==> src/rtl/imem_boot_loader_if.sv <==
// imem_boot_loader_if: host/source handshake and instruction-memory write bus of the boot loader
interface imem_boot_loader_if #(
  parameter int ADDR_WIDTH = 8,
  parameter int DATA_WIDTH = 32
);
  logic                  start;
  logic [ADDR_WIDTH:0]   num_words;
  logic                  s_valid;
  logic [DATA_WIDTH-1:0] s_data;
  logic                  s_ready;
  logic                  mem_we;
  logic [ADDR_WIDTH-1:0] mem_waddr;
  logic [DATA_WIDTH-1:0] mem_wdata;
  logic                  cpu_reset_n;
  logic                  busy;
  logic                  done;
  logic                  err;
  modport master (
    output start, num_words, s_valid, s_data,
    input  s_ready, mem_we, mem_waddr, mem_wdata, cpu_reset_n, busy, done, err
  );
  modport slave (
    input  start, num_words, s_valid, s_data,
    output s_ready, mem_we, mem_waddr, mem_wdata, cpu_reset_n, busy, done, err
  );
endinterface

==> src/rtl/imem_boot_loader.sv <==
// imem_boot_loader: streams a program image into instruction memory, then releases the core reset
module imem_boot_loader #(
  parameter int ADDR_WIDTH = 8,
  parameter int DATA_WIDTH = 32,
  parameter int RESET_HOLD = 4
) (
  input logic               clk,
  input logic               reset_n,
  imem_boot_loader_if.slave bus
);
  localparam int HW = $clog2(RESET_HOLD + 1);
  localparam logic [ADDR_WIDTH:0] DEPTH = (ADDR_WIDTH + 1)'(1) << ADDR_WIDTH;
  localparam logic [HW-1:0] HOLD_LAST = HW'(RESET_HOLD - 1);
  typedef enum logic [1:0] {IDLE, LOAD, HOLD, RUN} state_t;
  state_t                r_state, w_next;
  logic                  w_start_ok, w_xfer, w_last;
  logic [ADDR_WIDTH:0]   r_cnt, r_num;
  logic [ADDR_WIDTH-1:0] r_addr, r_waddr;
  logic [DATA_WIDTH-1:0] r_wdata;
  logic [HW-1:0]         r_hold;
  logic                  r_ready, r_we, r_cpu_rst_n, r_busy, r_done, r_err;
  assign bus.s_ready     = r_ready;
  assign bus.mem_we      = r_we;
  assign bus.mem_waddr   = r_waddr;
  assign bus.mem_wdata   = r_wdata;
  assign bus.cpu_reset_n = r_cpu_rst_n;
  assign bus.busy        = r_busy;
  assign bus.done        = r_done;
  assign bus.err         = r_err;
  // next state: an accepted start overrides everything, and a word arriving with it is dropped
  always_comb begin
    w_start_ok = bus.start && (bus.num_words <= DEPTH);
    w_xfer     = (r_state == LOAD) && bus.s_valid && !w_start_ok;
    w_last     = w_xfer && (r_cnt + (ADDR_WIDTH + 1)'(1) == r_num);
    w_next     = w_start_ok ? ((bus.num_words == '0) ? HOLD : LOAD) :
                 w_last ? HOLD :
                 (r_state == HOLD && r_hold == HOLD_LAST) ? RUN : r_state;
  end
  // state register
  always_ff @(posedge clk or negedge reset_n) begin
    if (!reset_n) r_state <= IDLE;
    else          r_state <= w_next;
  end
  // counters and flop-driven outputs, all derived from the next state so they line up with it
  always_ff @(posedge clk or negedge reset_n) begin
    if (!reset_n) begin
      r_cnt       <= '0;
      r_num       <= '0;
      r_addr      <= '0;
      r_hold      <= '0;
      r_waddr     <= '0;
      r_wdata     <= '0;
      r_we        <= 1'b0;
      r_ready     <= 1'b0;
      r_cpu_rst_n <= 1'b0;
      r_busy      <= 1'b0;
      r_done      <= 1'b0;
      r_err       <= 1'b0;
    end else begin
      r_cnt       <= w_start_ok ? '0 : w_xfer ? r_cnt + (ADDR_WIDTH + 1)'(1) : r_cnt;
      r_num       <= w_start_ok ? bus.num_words : r_num;
      r_addr      <= w_start_ok ? '0 : w_xfer ? r_addr + 1'b1 : r_addr;
      r_hold      <= (r_state == HOLD && !w_start_ok) ? r_hold + 1'b1 : '0;
      r_waddr     <= w_xfer ? r_addr : r_waddr;
      r_wdata     <= w_xfer ? bus.s_data : r_wdata;
      r_we        <= w_xfer;
      r_ready     <= w_next == LOAD;
      r_cpu_rst_n <= w_next == RUN;
      r_busy      <= w_next == LOAD || w_next == HOLD;
      r_done      <= w_next == RUN;
      r_err       <= w_start_ok ? 1'b0 : bus.start ? 1'b1 : r_err;
    end
  end
endmodule

==> src/flat_wrapper.sv <==
// flat-port wrapper written by rule: the top's interface ports become plain ports
module imem_boot_loader_flat 
#(
  parameter int ADDR_WIDTH = 8,
  parameter int DATA_WIDTH = 32,
  parameter int RESET_HOLD = 4
)
  (clk, reset_n, bus_start, bus_num_words, bus_s_valid, bus_s_data, bus_s_ready, bus_mem_we, bus_mem_waddr, bus_mem_wdata, bus_cpu_reset_n, bus_busy, bus_done, bus_err);
  imem_boot_loader_if #(.ADDR_WIDTH(ADDR_WIDTH), .DATA_WIDTH(DATA_WIDTH)) bus_i ();
  input logic clk;
  input logic reset_n;
  input wire logic [$bits(bus_i.start)-1:0] bus_start;
  input wire logic [$bits(bus_i.num_words)-1:0] bus_num_words;
  input wire logic [$bits(bus_i.s_valid)-1:0] bus_s_valid;
  input wire logic [$bits(bus_i.s_data)-1:0] bus_s_data;
  output wire logic [$bits(bus_i.s_ready)-1:0] bus_s_ready;
  output wire logic [$bits(bus_i.mem_we)-1:0] bus_mem_we;
  output wire logic [$bits(bus_i.mem_waddr)-1:0] bus_mem_waddr;
  output wire logic [$bits(bus_i.mem_wdata)-1:0] bus_mem_wdata;
  output wire logic [$bits(bus_i.cpu_reset_n)-1:0] bus_cpu_reset_n;
  output wire logic [$bits(bus_i.busy)-1:0] bus_busy;
  output wire logic [$bits(bus_i.done)-1:0] bus_done;
  output wire logic [$bits(bus_i.err)-1:0] bus_err;
  assign bus_i.start = bus_start;
  assign bus_i.num_words = bus_num_words;
  assign bus_i.s_valid = bus_s_valid;
  assign bus_i.s_data = bus_s_data;
  assign bus_s_ready = bus_i.s_ready;
  assign bus_mem_we = bus_i.mem_we;
  assign bus_mem_waddr = bus_i.mem_waddr;
  assign bus_mem_wdata = bus_i.mem_wdata;
  assign bus_cpu_reset_n = bus_i.cpu_reset_n;
  assign bus_busy = bus_i.busy;
  assign bus_done = bus_i.done;
  assign bus_err = bus_i.err;
  imem_boot_loader #(.ADDR_WIDTH(ADDR_WIDTH), .DATA_WIDTH(DATA_WIDTH), .RESET_HOLD(RESET_HOLD)) u_core (.clk(clk), .reset_n(reset_n), .bus(bus_i));
endmodule
==> config.mk <==
export PLATFORM = sky130hd
export DESIGN_NAME = imem_boot_loader_flat
export DESIGN_NICKNAME = d
export VERILOG_FILES = /design/src/rtl/imem_boot_loader_if.sv /design/src/rtl/imem_boot_loader.sv /design/src/flat_wrapper.sv
export SDC_FILE = /design/constraint.sdc
export NUM_CORES = 1
export LEC_CHECK = 0
export CAP_MARGIN = 5
export CORE_MARGIN = 1
export CORE_UTILIZATION = 52
export DETAILED_ROUTE_END_ITERATION = 8
export HOLD_SLACK_MARGIN = 0.12
export PLACE_DENSITY = 0.83
export SKIP_CTS_REPAIR_TIMING = 1
export SYNTH_ARGS = -nofsm -noshare
export SYNTH_HDL_FRONTEND = slang
export SYNTH_SLANG_ARGS = --single-unit
==> constraint.sdc <==
create_clock -name clk -period 5.8 [get_ports clk]
set_input_delay 1.45 -clock clk [delete_from_list [all_inputs] [get_ports clk]]
set_output_delay 1.45 -clock clk [all_outputs]
set_load 0.05 [all_outputs]
---- Yosys cells after proc, flatten, opt, wreduce, memory -nomap -nowiden ----
Cells that the tools add are included.
word-level totals
  register bits after elaboration ......... 76
  input bits .............................. 45
  word-level logic and storage cells ...... 45
  output and inout port bits .............. 46
operators by class
  add/sub/neg operators ................... 3
  muxes and demuxes ....................... 11
  equality and inequality tests ........... 7
  reduce and logical (&&, ||, !) cells .... 11
  $lt $le $gt $ge ......................... 1
operators by type and width
  operator                                                          count
  9-bit two-way mux                                                 2
  8-bit two-way mux                                                 2
  9-bit by 1-bit adder with 9-bit output (second input constant)    1
  9-bit == test                                                     1
  9-bit less-or-equal comparator (second input constant)            1
  9-bit zero test                                                   1
  8-bit by 1-bit adder with 8-bit output (second input constant)    1
  2-bit two-way mux                                                 4
  2-bit == test (second input constant)                             3
  1-bit logical AND                                                 6
  2-bit by 1-bit == test with 1-bit output (second input constant)  2
  2-bit nonzero test                                                2
  3-bit by 1-bit adder with 3-bit output (second input constant)    1
  3-bit by 2-bit == test with 1-bit output (second input constant)  1
  3-bit two-way mux                                                 1
  1-bit two-way mux                                                 2
  1-bit zero test                                                   1
  1-bit logical OR                                                  1

---- Depth between registers and ports, before layout ----
Gate-level depths: netlist (run 1).
  depth in word-level cells ............... 9
  gate-level depth with buffers ........... 10
  depth with buffers taken out ............ 9

---- Worst setup path after synthesis (run 1) ----
Ideal clock, no wire load.
  path kind ............................... input to register
  start ................................... input bus_num_words[7]
  end ..................................... register u_core.r_busy (netlist: u_core.bus.busy)
  arrival ................................. 3.140 ns
  stages on the path ...................... 6
  required time ........................... 5.687 ns
  slack ................................... 2.547 ns
  library setup time ...................... 0.113 ns
  buffers on the path ..................... 0
  cell sequence ........................... or4_1 -> or4b_2 -> o41ai_2 -> a21oi_1 -> ha_1 -> inv_1
on the way
  longest elaborated chain between the ends .. 9
  elaborated cells on any way between the ends .. 12
  those cells by class .................... 1 x order compare; 2 x eq/ne; 3 x mux; 6 x reduce/logical
ends and longest elaborated chain
  what                                                                       line                    source
  start: declaration                                                         flat_wrapper.sv:13      input wire logic [$bits(bus_i.num_words)-1:0] bus_num_words;
  9-bit less-or-equal comparator                                             imem_boot_loader.sv:32  w_start_ok = bus.start && (bus.num_words <= DEPTH);
  1-bit logical AND                                                          imem_boot_loader.sv:32
  1-bit zero test                                                            imem_boot_loader.sv:33  w_xfer = (r_state == LOAD) && bus.s_valid && !w_start_ok;
  1-bit logical AND                                                          imem_boot_loader.sv:33
  1-bit logical AND                                                          imem_boot_loader.sv:34  w_last = w_xfer && (r_cnt + (ADDR_WIDTH + 1)'(1) == r_num);
  2-bit two-way mux                                                          imem_boot_loader.sv:36  w_last ? HOLD :
  2-bit two-way mux (*)                                                      imem_boot_loader.sv:35  w_next = w_start_ok ? ((bus.num_words == '0) ? HOLD : LOAD) :
  net u_core.w_next[0]                                                       imem_boot_loader.sv:15  state_t r_state, w_next;
  2-bit by 1-bit == test with 1-bit output or 2-bit == test (tied branches)  imem_boot_loader.sv:69  r_busy <= w_next == LOAD || w_next == HOLD;
  1-bit logical OR (*)                                                       imem_boot_loader.sv:69
  end signal: assignment                                                     imem_boot_loader.sv:56  r_busy <= 1'b0;
  end signal: assignment                                                     imem_boot_loader.sv:69
  end: declaration                                                           imem_boot_loader.sv:21  logic r_ready, r_we, r_cpu_rst_n, r_busy, r_done, r_err;
The timed path passes the listed nets; every way through them passes the cells marked *.
A chain may end at the register's enable or synchronous reset.

---- Final worst setup path (run 1) ----
Same ends and word-level chain as after synthesis.

==> flow_metrics.py, run 1 <==
metrics = {
    "sta": {
        "slew_headroom": 0.388,
        "final-setup-viol-count": 0,
        "finalCritPeriodShare": 0.656,
        "hold_viol": 0,
        "hold_ws_ns": 0.436,
        "slew_viol_final": 0,
        "rsz0062_at_grt": "false",
        "period_minus_slack_ns": 3.80,
        "max_freq_mhz": 263,
        "setup_tns_ns": 0,
        "skew_ns": 0.00606,
        "worst_pin_slew_ns": 0.919,
    },
    "power": {
        "p_comb_frac": 0.359,
        "switching_share": 0.377,
        "p_seq_frac": 0.404,
        "clockPowerShare": 0.237,
        "p_switching_mw": 0.658,
        "p_per_area_nw_per_um2": 388,
        "p_leak_nw": 1.97,
        "vdd_ir_drop_max_mv": 0.234,
        "p_int_mw": 1.09,
    },
    "floorplanning": {
        "die-area_um2": 6740,
        "fp.dieW_um": 82.1,
        "die_h_um": 82.1,
        "coreArea_um2": 6060,
        "core.rowCount": 28,
        "start_util": 0.551,
        "io-pin-count": 91,
    },
    "worst_setup_path": {
        "ff2ff_path_depth": 8,
        "worstReg2RegStart": "u_core.r_cnt[0]",
        "timing.rr.end": "u_core.bus.busy",
        "critical_path_arrival_ns": 4.10,
        "rrSetupSlack_ns": 2.92,
        "cp-endpoint": "u_core.bus.busy",
        "worst_setup_path_end_kind": "register",
        "start_kind": "input port",
        "crit_type": "input port to register",
        "cp_max_fo": 31,
        "cp.required_ns": 6.09,
        "startpoint": "bus_num_words[7]",
    },
    "synthesis": {
        "avgSynthCellArea_um2": 11.8,
        "synth_top_area_frac": 0.570,
        "yosys_warnings": 0,
        "ys_ff_latch": 76,
        "synthArstFlopShare": 1.00,
        "syn-instance-count": 283,
        "synth_edf_count": 0,
        "synth-seq-area-share": 0.570,
        "syn-num-nets": 334,
        "syn_area_um2": 3340,
        "synthTopCellsByArea": "dfrtp_1 (57%), mux2_1 (13%), nand2_1 (4.2%), xor2_1 (3.7%), nor2_1 (2.7%)",
        "ys_types": 41,
        "synth_ff_type": "dfrtp_1",
        "synth_largest_area_cell": "dfrtp_1",
    },
    "run": {
        "cap_violations": 0,
    },
    "drt": {
        "wl_per_cell_um": 14.6,
        "totalWireLength_um": 6580,
        "firstDrtPassIters": 4,
        "vias_per_cell": 5.25,
        "drcViolationCount": 0,
        "drt_iter0_markers": 137,
        "vias": 2375,
        "antenna_left": 0,
    },
    "final_layout": {
        "drive_gt1_frac": 0.0716,
        "regArea_um2": 1900,
        "multi_input_area_um2": 1360,
        "fin_nets": 423,
        "fill_cells": 430,
        "design_area_um2": 4490,
        "area_delta_synth_final_pct": 34.6,
        "antenna_cells": 0,
    },
    "clock_network": {
        "path_clk_slew_ns": 0.08,
        "clkLatencyLatePin_ns": 0.35,
        "cts-root-buf": "clkbuf_8",
        "cts-buffers-inserted": 9,
        "cts_buffer_depth": 2,
        "htree_levels": 3,
        "cts.sinks": 76,
        "cts_tree": "built",
    },
    "global_route": {
        "antenna_found_initial": 0,
        "overflow": 0,
        "first_global_vias": 2237,
        "grt_pass1_wl_um": 10500,
        "grtUsageTotal": 0.214,
        "grt_max_degree": 77,
    },
    "outcome": {
        "outcome": "complete, no violations",
    },
    "worst_hold_path": {
        "hold_class": "register to register",
    },
    "place": {
        "post_dp_cell_area_um2": 4280,
        "gp_congestion": 0.832,
        "dpl.hpwl_um": 4700,
        "port_buffers": 90,
    },
}
layout by cell type (no fill, tap or decap), types with 2 or more instances in the layout:
master / instances
a21oi_1: 6
and3_1: 5
buf_4: 2
clkbuf_8: 11
clkdlybuf4s50_1: 89
clkinvlp_4: 2
dfrtp_1: 76
ha_1: 6
inv_1: 5
inv_2: 2
mux2_1: 40
mux2i_1: 3
nand2_1: 37
nand3_1: 2
nand4_1: 5
nor2_1: 24
nor3_1: 4
o211ai_1: 2
o21ai_0: 5
o21ai_1: 3
or3_1: 3
or4_1: 2
xnor2_1: 7
xor2_1: 14
how the worst min path moves through the flow:
stage	startpoint	end	slack, ns	cells after the start
after floorplan	u_core.r_hold[0]	u_core.r_hold[0]	0.41	1
after global placement	u_core.r_hold[0]	u_core.r_hold[0]	0.43	1
after detailed placement	u_core.r_hold[0]	u_core.r_hold[0]	0.43	1
after CTS	u_core.r_hold[0]	u_core.r_hold[0]	0.44	1
after global routing	u_core.r_hold[0]	u_core.r_hold[0]	0.46	1
final	u_core.r_hold[0]	u_core.r_hold[0]	0.44	1
cell type report:
class                   instances  share of cell area
multi-input cells             187               0.302
clock buffers                  11              0.0337
repair buffers                 91               0.202
inverters                       7             0.00585
well taps                      75              0.0209
clock inverters                 5              0.0131
flip-flops and latches         76               0.423
power groups by stage:
stage               Clock (mW)  Combinational (mW)  Sequential, mW
floorplan                    0               0.195           0.926
global placement             0               0.621           0.710
detailed placement           0               0.631           0.713
CTS                      0.422               0.633           0.704
global route             0.440               0.666           0.717
finish                   0.413               0.626           0.704
through the flow:
step / total power [mW] / util / std cells / worst slack, ns
2_1_floorplan: 1.12 / - / 283 / 2.55
3_3_place_gp: 1.33 / 0.707 / 436 / 1.78
3_5_place_dp: 1.34 / 0.707 / 436 / 1.65
4_1_cts: 1.76 / 0.741 / 452 / 2.02
5_1_grt: 1.82 / 0.741 / 452 / 1.78
6_report: 1.74 / 0.741 / 452 / 2.00
state kept, by name, indices dropped and copies added, names as in the netlist, 2 cells and up:
| signal | cells |
|---|---|
| u_core.r_state | 2 |
| u_core.r_addr | 8 |
| u_core.r_hold | 3 |
| u_core.r_num | 9 |
| u_core.r_cnt | 9 |
| u_core.bus.mem_waddr | 8 |
| u_core.bus.mem_wdata | 32 |
cell usage after synthesis (2+ instances only):
| master | n |
|---|---|
| a21oi_1 | 7 |
| o211ai_1 | 2 |
| inv_2 | 2 |
| nor2_1 | 24 |
| or4_1 | 2 |
| o21ai_0 | 5 |
| nor3_1 | 4 |
| inv_1 | 5 |
| nand2_1 | 37 |
| mux2_1 | 40 |
| and3_1 | 5 |
| nand4_1 | 5 |
| or3_1 | 3 |
| dfrtp_1 | 76 |
| buf_2 | 11 |
| xor2_1 | 14 |
| o21ai_1 | 3 |
| xnor2_1 | 7 |
| nand3_1 | 2 |
| ha_1 | 6 |
| mux2i_1 | 3 |
critical path, cell delays in order:
cell,delay (ns)
clkdlybuf4s50_1,0.43
or4_1,0.55
o21ai_1,0.28
and2_2,0.59
nor2_1,0.14
a21oi_1,0.31
ha_1,0.29
inv_1,0.06
per-layer routing:
layer  share of wire  routed length (um)  track usage  up-vias
li1                -                   -            -     1147
met1            0.44                2880        0.272     1147
met2            0.49                3220        0.346       70
met3           0.051                 338       0.0418       11
met4           0.022                 143        0.112        0
met5               0                   0            0        -
cells by family after synthesis:
family / after synthesis / synth area share
compound gates: 27 / 0.0540
buf+inv: 20 / 0.0277
fa+ha+maj: 6 / 0.0225
flops: 76 / 0.570
simple gates: 90 / 0.127
mux: 43 / 0.144
xor+xnor: 21 / 0.0551
Power figures use the tool's default switching activity.
==> run 2: changes to the inputs <==
--- a/config.mk
+++ b/config.mk
@@ -7,10 +7,10 @@
 export LEC_CHECK = 0
 export CAP_MARGIN = 5
 export CORE_MARGIN = 1
-export CORE_UTILIZATION = 52
+export CORE_UTILIZATION = 43
 export DETAILED_ROUTE_END_ITERATION = 8
 export HOLD_SLACK_MARGIN = 0.12
-export PLACE_DENSITY = 0.83
+export PLACE_DENSITY = 0.73
 export SKIP_CTS_REPAIR_TIMING = 1
 export SYNTH_ARGS = -nofsm -noshare
 export SYNTH_HDL_FRONTEND = slang
==> constraint.sdc (replaced) <==
create_clock -name clk -period 3.2 [get_ports clk]
set_input_delay 0.8 -clock clk [delete_from_list [all_inputs] [get_ports clk]]
set_output_delay 0.8 -clock clk [all_outputs]
set_load 0.05 [all_outputs]
==> run 2 against run 1 <==
Effect of this change: global-route usage fell by 3.1 points; clock power rose by 54%; power rose by 76%; clock skew rose by 0.0020 ns; highest routed layer unchanged.
==> flow_metrics.py, run 2 (same netlist as run 1, synthesis figures left out) <==
metrics = {
    "outcome": {
        "outcome": "complete, no violations",
    },
    "final_layout": {
        "final_cell_mix": "clkdlybuf4s50_1 (89), dfrtp_1 (76), mux2_1 (40)",
        "design_area_um2": 4520,
        "drive_gt1_frac": 0.0737,
        "final_common_cell": "clkdlybuf4s50_1",
        "finalNonFillerCells": 479,
        "largest_register_ffs": 32,
        "area_delta_synth_final_pct": 35.3,
        "fill_cells": 627,
        "antenna_cells": 0,
        "fin_nets": 426,
    },
    "place": {
        "gp_congestion": 0.795,
        "post_dp_cell_area_um2": 4350,
        "port_buffers": 90,
        "dp_slack_ns": 0.0645,
        "dpl.hpwl_um": 4820,
        "dpl.cell_count": 463,
    },
    "worst_hold_path": {
        "hold_depth": 1,
        "min_from": "u_core.r_hold[0]",
        "hold-path-endpoint": "u_core.r_hold[0]",
        "hold_class": "register to register",
    },
    "worst_setup_path": {
        "ff2ff_path_depth": 8,
        "slowest_stage": "or4_4",
        "critPathBufInv": 1,
        "cp.required_ns": 3.45,
        "critical-path-top-delay-family": "compound AO/OA/AOI/OAI gates",
        "timing.rr.end": "u_core.bus.busy",
        "critical_path_arrival_ns": 3.03,
        "max_stage_delay_ns": 0.57,
        "crit_path_frequent_cell": "ha_1",
        "path_cells": "ha_1 -> or4_4 -> a211oi_2 -> o22ai_1 -> o41ai_2 -> a21oi_1 -> ha_1 -> inv_1",
        "crit_type": "register to register",
        "startpoint": "u_core.r_cnt[1]",
        "rrSetupSlack_ns": 0.41,
        "cp_max_fo": 10,
        "worstReg2RegStart": "u_core.r_cnt[1]",
        "start_kind": "register",
        "worst_setup_path_end_kind": "register",
    },
    "global_route": {
        "grt_pass1_wl_um": 11800,
        "grt_max_degree": 77,
        "first_global_vias": 2449,
        "antenna_found_initial": 0,
        "grtUsageTotal": 0.183,
        "overflow": 0,
    },
    "clock_network": {
        "path_clk_slew_ns": 0.08,
        "cts_tree": "built",
        "cts-root-buf": "clkbuf_8",
        "htree_levels": 3,
        "cts-buffers-inserted": 9,
        "cts.sinks": 76,
        "cts_buffer_depth": 2,
        "clkLatencyLatePin_ns": 0.35,
    },
    "floorplanning": {
        "coreArea_um2": 7370,
        "die-area_um2": 8120,
        "fp.dieW_um": 90.1,
        "die_h_um": 90.1,
        "core.rowCount": 31,
        "start_util": 0.453,
        "io-pin-count": 91,
    },
    "sta": {
        "worst_pin_slew_ns": 0.934,
        "max_freq_mhz": 359,
        "final-setup-viol-count": 0,
        "slew_viol_final": 0,
        "slew_headroom": 0.377,
        "hold_viol": 0,
        "fin_ws_ns": 0.415,
        "skew_ns": 0.00806,
        "finalCritPeriodShare": 0.870,
        "setup_tns_ns": 0,
        "hold_ws_ns": 0.445,
        "period_minus_slack_ns": 2.79,
        "rsz0062_at_grt": "false",
    },
    "power": {
        "p_leak_nw": 1.97,
        "p_per_area_nw_per_um2": 681,
        "vdd_ir_drop_max_mv": 0.397,
    },
    "drt": {
        "drt_iter0_markers": 123,
        "totalWireLength_um": 6850,
        "drcViolationCount": 0,
        "vias": 2412,
        "wl_per_cell_um": 14.3,
        "antenna_left": 0,
        "firstDrtPassIters": 4,
        "vias_per_cell": 5.04,
    },
    "run": {
        "cap_violations": 0,
    },
}
run 2: cell type report:
| type | instances | area [um2] | share of cell area |
|---|---|---|---|
| Clock buffer | 11 | 131 | 0.0291 |
| Multi-Input combinational cell | 187 | 1360 | 0.300 |
| Timing Repair Buffer | 94 | 941 | 0.208 |
| Sequential cell | 76 | 1900 | 0.421 |
| Inverter | 7 | 26.3 | 0.00582 |
| Clock inverter | 5 | 37.5 | 0.00831 |
| Tap cell | 99 | 124 | 0.0274 |
run 2: stage by stage:
| stage | power (mW) | utilization |
|---|---|---|
| after global routing | 3.23 | 0.613 |
| after detailed placement | 2.46 | 0.590 |
| final | 3.08 | 0.613 |
| after floorplan | 2.03 | - |
| after CTS | 3.11 | 0.613 |
| after global placement | 2.43 | 0.590 |
run 2: worst max path at each step:
stage                     cells past startpoint  slack (ns)               to
after global routing                          8        0.31  u_core.bus.busy
after detailed placement                      7        0.06  u_core.bus.busy
after floorplan                               6        0.60  u_core.bus.busy
final                                         8        0.41  u_core.bus.busy
after global placement                        7        0.11  u_core.bus.busy
after CTS                                     8        0.43  u_core.bus.busy
run 2: where the power goes:
| group | total, mW | switching (mW) | leakage (nW) | internal [mW] |
|---|---|---|---|---|
| Sequential | 1.26 | 0.127 | 0.944 | 1.13 |
| Clock | 0.637 | 0.353 | 0.0799 | 0.284 |
| Combinational | 1.18 | 0.730 | 0.942 | 0.447 |
| Total | 3.08 | 1.21 | 1.97 | 1.87 |
run 2: routing by layer:
layer	vias up	wire, um	track usage
met5	-	0	0
met2	79	3260	0.293
met1	1174	3130	0.239
met3	9	330	0.0364
li1	1150	-	-
met4	0	133	0.0887
run 2: worst reg2reg max path: stages, from the launching register on:
cell and delay, ns:
dfrtp_1 0.46, ha_1 0.34, or4_4 0.57, a211oi_2 0.18
o22ai_1 0.14, o41ai_2 0.50, a21oi_1 0.15, ha_1 0.31
inv_1 0.03
